<file path="src/rtl/mod_exp_engine.sv">
// Modular exponentiation core: result = base^exp mod modulus.
// Left-to-right square-and-multiply; each square or multiply step runs on a
// bit-serial interleaved modular multiplier taking exactly W cycles, so the
// latency depends only on W and the popcount of exp.
module mod_exp_engine #(
  parameter int unsigned W = 128
) (
  input  logic         clk,
  input  logic         rst_n,
  input  logic         start,
  input  logic [W-1:0] base,
  input  logic [W-1:0] exp,
  input  logic [W-1:0] modulus,
  output logic         busy,
  output logic         done,
  output logic         err,
  output logic [W-1:0] result
);

  localparam int unsigned IW = (W > 1) ? $clog2(W) : 1;
  localparam int unsigned AW = W + 2;

  typedef enum logic [2:0] {
    IDLE = 3'd0,
    LOAD = 3'd1,
    SQR  = 3'd2,
    MUL  = 3'd3,
    FIN  = 3'd4
  } state_t;

  state_t          state;
  logic [W-1:0]    base_q;
  logic [W-1:0]    exp_q;
  logic [W-1:0]    mod_q;
  logic [W-1:0]    acc_res;
  logic [W-1:0]    prod;
  logic [IW-1:0]   bit_idx;
  logic [IW-1:0]   cyc_cnt;

  logic [W-1:0]    mul_b_c;
  logic            a_bit_c;
  logic [AW-1:0]   mod_ext_c;
  logic [AW-1:0]   t0_c;
  logic [AW-1:0]   t1_c;
  logic [AW-1:0]   t2_c;
  logic [W-1:0]    step_c;

  // One multiplier iteration: p' = (2p + a[j]*b) mod n, with a = acc_res and
  // b = acc_res (square) or base (multiply). Since p, b < n, t < 3n, so two
  // conditional subtractions always suffice and W+2 bits never overflow.
  always_comb begin
    mul_b_c   = (state == MUL) ? base_q : acc_res;
    a_bit_c   = acc_res[cyc_cnt];
    mod_ext_c = {2'b00, mod_q};
    t0_c      = {1'b0, prod, 1'b0} + (a_bit_c ? {2'b00, mul_b_c} : AW'(0));
    t1_c      = (t0_c >= mod_ext_c) ? (t0_c - mod_ext_c) : t0_c;
    t2_c      = (t1_c >= mod_ext_c) ? (t1_c - mod_ext_c) : t1_c;
    step_c    = W'(t2_c);
  end

  // Control FSM, operand latches, accumulator and registered outputs.
  always_ff @(posedge clk or negedge rst_n) begin
    if (!rst_n) begin
      state   <= IDLE;
      base_q  <= '0;
      exp_q   <= '0;
      mod_q   <= '0;
      acc_res <= '0;
      prod    <= '0;
      bit_idx <= '0;
      cyc_cnt <= '0;
      busy    <= 1'b0;
      done    <= 1'b0;
      err     <= 1'b0;
      result  <= '0;
    end else begin
      done <= 1'b0;
      case (state)
        IDLE: begin
          if (start) begin
            base_q <= base;
            exp_q  <= exp;
            mod_q  <= modulus;
            busy   <= 1'b1;
            err    <= 1'b0;
            state  <= LOAD;
          end
        end

        LOAD: begin
          bit_idx <= IW'(W - 1);
          cyc_cnt <= IW'(W - 1);
          prod    <= '0;
          if ((mod_q < W'(2)) || (base_q >= mod_q)) begin
            err     <= 1'b1;
            acc_res <= '0;
            state   <= FIN;
          end else begin
            acc_res <= W'(1);
            state   <= SQR;
          end
        end

        SQR: begin
          if (cyc_cnt != '0) begin
            prod    <= step_c;
            cyc_cnt <= cyc_cnt - IW'(1);
          end else begin
            acc_res <= step_c;
            prod    <= '0;
            cyc_cnt <= IW'(W - 1);
            if (exp_q[bit_idx]) begin
              state <= MUL;
            end else if (bit_idx == '0) begin
              state <= FIN;
            end else begin
              bit_idx <= bit_idx - IW'(1);
            end
          end
        end

        MUL: begin
          if (cyc_cnt != '0) begin
            prod    <= step_c;
            cyc_cnt <= cyc_cnt - IW'(1);
          end else begin
            acc_res <= step_c;
            prod    <= '0;
            cyc_cnt <= IW'(W - 1);
            if (bit_idx == '0) begin
              state <= FIN;
            end else begin
              bit_idx <= bit_idx - IW'(1);
              state   <= SQR;
            end
          end
        end

        FIN: begin
          result <= err ? '0 : acc_res;
          done   <= 1'b1;
          busy   <= 1'b0;
          state  <= IDLE;
        end

        default: begin
          state <= IDLE;
          busy  <= 1'b0;
        end
      endcase
    end
  end

endmodule

</file>
<file path="config.mk">
export PLATFORM = sky130hd
export DESIGN_NAME = mod_exp_engine
export DESIGN_NICKNAME = d
export VERILOG_FILES = /design/src/rtl/mod_exp_engine.sv
export SDC_FILE = /design/constraint.sdc
export NUM_CORES = 2
export LEC_CHECK = 0
export CELL_PAD_IN_SITES_DETAIL_PLACEMENT = 1
export CELL_PAD_IN_SITES_GLOBAL_PLACEMENT = 2
export CORE_AREA = 2 2 413 415
export CTS_CLUSTER_SIZE = 8
export DETAILED_ROUTE_END_ITERATION = 16
export DIE_AREA = 0 0 415 417
export PLACE_DENSITY = 0.84
export RECOVER_POWER = 50
export SETUP_SLACK_MARGIN = 0.4
export SLEW_MARGIN = 20
export SYNTH_ARGS = -nofsm -noshare
export SYNTH_HDL_FRONTEND = slang
export SYNTH_SLANG_ARGS = --single-unit
</file>
<file path="constraint.sdc">
create_clock -name clk -period 28.9 [get_ports clk]
set_input_delay 5.78 -clock clk [delete_from_list [all_inputs] [get_ports clk]]
set_output_delay 5.78 -clock clk [all_outputs]
set_load 0.01 [all_outputs]
</file>
==> impl_metrics.yaml <==
setup_path:
  setup.worst_path.end: "acc_res[10]"
  cp_top_family: "compound AO/OA/AOI/OAI gates"
  crit_path_start_kind: "register"
  crit_start: "cyc_cnt[0]"
  slowest_delay_ns: 2.82
  critical_path_required_ns: 29.56
  crit_type: "register to register"
  rr_startpoint: "cyc_cnt[0]"
  reg2reg_depth: 51
  worst-path-stages: 51
  crit_buf_inv: 8
  slowest_stage: "clkbuf_1"
  cpMostUsedCell: "buf_4"
  cp.arrival_ns: 23.16
  cp_max_fo: 71
  end_kind: "register"
  rr_endpoint: "acc_res[10]"
  r2r_setup_slack_ns: 6.39
global_route:
  grt_pass1_vias: 65601
  antenna_found_initial: 26
  grt_use_met2_pct: 50.7
  grt_usage_pct: 33.4
  use_met1_pct: 46.7
  grt_start_max_net_pins: 216
  grtUsageMet3_pct: 5.69
  grt_pass1_wl_um: 437000
  overflow: 0
  grt-busiest-layer: "met2"
hold_path:
  hp-class: "register to register"
cts:
  cts_hold_buf: 0
  cts_made_buffers: 112
  clk_latency_ns: 0.80
  clkSinkCount: 788
  root_buffer: "clkbuf_16"
  clk_pin_slew_ns: 0.06
  postCtsSetupBuffers: 0
  cts_buffer_depth: 3
  htreeDepth: 3
  cts_tree: "done"
  cts_resized: 0
layout:
  layout.nets: 9354
  drive_above_1_share_pct: 4.06
  seqCellArea_um2: 19700
  fillers: 20398
  multi_input_area_um2: 41300
  area_growth_pct: 15.5
  post-route-util_pct: 43.7
placement:
  place_hpwl_um: 237000
  gp_congestion: 1.00
  portBuffers: 517
synthesis:
  netlist_area_um2: 63800
  synth_nets: 9118
  yosysTopAreaCell: "dfrtp_1"
  synth_area_leaders: "dfrtp_1 31%, nand2_1 11%, ha_1 10%"
  synth-seq-area-share_pct: 30.9
  synth_warnings: 0
  synth.distinct_cells: 90
  ys_async_sr_fraction_pct: 100
  ys_ff_latch: 788
  ys_top_cells_by_count: "1,952 x nand2_1, 788 x dfrtp_1, 759 x a21oi_1, 632 x o21ai_0, 513 x ha_1"
  synth_most_common_cell: "nand2_1"
  post_synth.cell_area_avg_um2: 7.77
  synth_flop_cell: "dfrtp_1"
  syn-instance-count: 8215
  synth_top_cell_area_share_pct: 30.9
  synth_edf_count: 0
drt:
  drc_errors: 0
  drt-pass1-iter-count: 5
  wl_per_cell_um: 27.7
  avgViaCountPerCell: 6.03
  drtIter0Drc: 5533
  finalWirelength_um: 296000
  vias: 64528
  final_antenna_net_count: 0
floorplan:
  die_x_um: 415
  initial_utilization_pct: 37.9
  fp-row-count: 151
  core_region_area_um2: 169000
  die_h_um: 417
  dieArea_um2: 173000
  io_pins: 518
timing:
  slew_violations: 1409
  setup_viol: 0
  finalCriticalPeriod_ns: 22.51
  slew_headroom_pct: -465
  rsz0062_at_grt: "false"
  finalHoldViolCount: 0
  timing.setup.tns_ns: 0
  period_share_pct: 77.9
  fmax_mhz: 44.4
  clock_skew_ns: 0.0780
  tightest_slew_ns: 8.47
run_status:
  violations: "capacitance limit, slew limit"
  outcome: "finished, violations left"
run:
  maxCapViolations: 18
-- registers in the layout, summed over array words and instances (netlist names), 3 cells and up --
register  flops
bit_idx       7
cyc_cnt       7
prod        128
acc_res     128
base_q      128
exp_q       128
mod_q       128
state         3
result      128
-- cell usage in the layout, fill, tap and decap left out, drive strengths merged, types with 82 or more instances in the layout --
cell type	Yosys	final
inv	274	277
a21o	253	253
a21oi	759	759
xor2	147	147
nand2	1952	1952
o21ai	833	833
ha	513	513
clkdlybuf4s50	0	426
nor2	337	337
nand2b	181	181
dlygate4sd3	0	90
dfrtp	788	788
clkbuf	430	144
and3	82	82
mux2i	162	162
o21bai	117	117
xnor2	222	222
nand4	180	180
-- worst min path at each step --
stage                  to  depth (start not counted)  startpoint  slack [ns]
2_1_floorplan  exp_q[102]                          2  exp_q[102]        0.44
3_5_place_dp   exp_q[127]                          2  exp_q[127]        0.46
3_3_place_gp    exp_q[55]                          2   exp_q[55]        0.45
5_1_grt         exp_q[90]                          2   exp_q[90]        0.49
4_1_cts         exp_q[22]                          2   exp_q[22]        0.47
6_report       exp_q[127]                          2  exp_q[127]        0.47
-- stage by stage --
step / cells / worst slack (ns) / area (µm²) / hold WS (ns)
floorplan: 8215 / 15.89 / 63800 / 0.440
global placement: 10553 / 8.63 / 70700 / 0.454
detailed placement: 10554 / 9.14 / 70700 / 0.463
CTS: 10691 / 9.09 / 73800 / 0.475
global route: 10695 / 5.27 / 73700 / 0.488
finish: 10699 / 6.39 / 73700 / 0.468
-- tightest hold or removal path: stages (launching register included) --
cell and delay, ns:
dfrtp_1 0.33, nand2_1 0.05, nand2_1 0.05
-- routing by layer --
metal  vias to the layer above  wire length [µm]  share of wire [%]
met3                       505             20000                6.7
met2                      2193            127000                 43
met4                        32             13700                4.6
met1                     32435            135000                 46
li1                      29363                 -                  -
met5                         -               218              0.074
-- cell type report --
type | instances | area share, %
diodes | 7 | 0.0238
clock buffers | 126 | 3.93
clock inverters | 11 | 0.328
inverters | 275 | 1.40
multi-input cells | 6680 | 56.1
flip-flops and latches | 788 | 26.8
well taps | 2218 | 3.76
repair buffers | 594 | 7.73
-- logic make-up (layout without fill, tap and decap cells) --
logic type / count (synthesis) / count (layout) / synth area share (%)
XOR/XNOR: 369 / 369 / 5.06
buffers and inverters: 747 / 1006 / 4.54
AO/OA/AOI/OAI: 2427 / 2427 / 22.8
multiplexers: 244 / 244 / 5.01
AND/OR/NAND/NOR: 3124 / 3124 / 21.5
adder cells (fa/ha/maj): 516 / 516 / 10.2
flip-flops: 788 / 788 / 30.9
other: 0 / 7 / 0
Power is not shown: default switching activity piles up to over one toggle a cycle in this logic, so the estimate is an artifact.
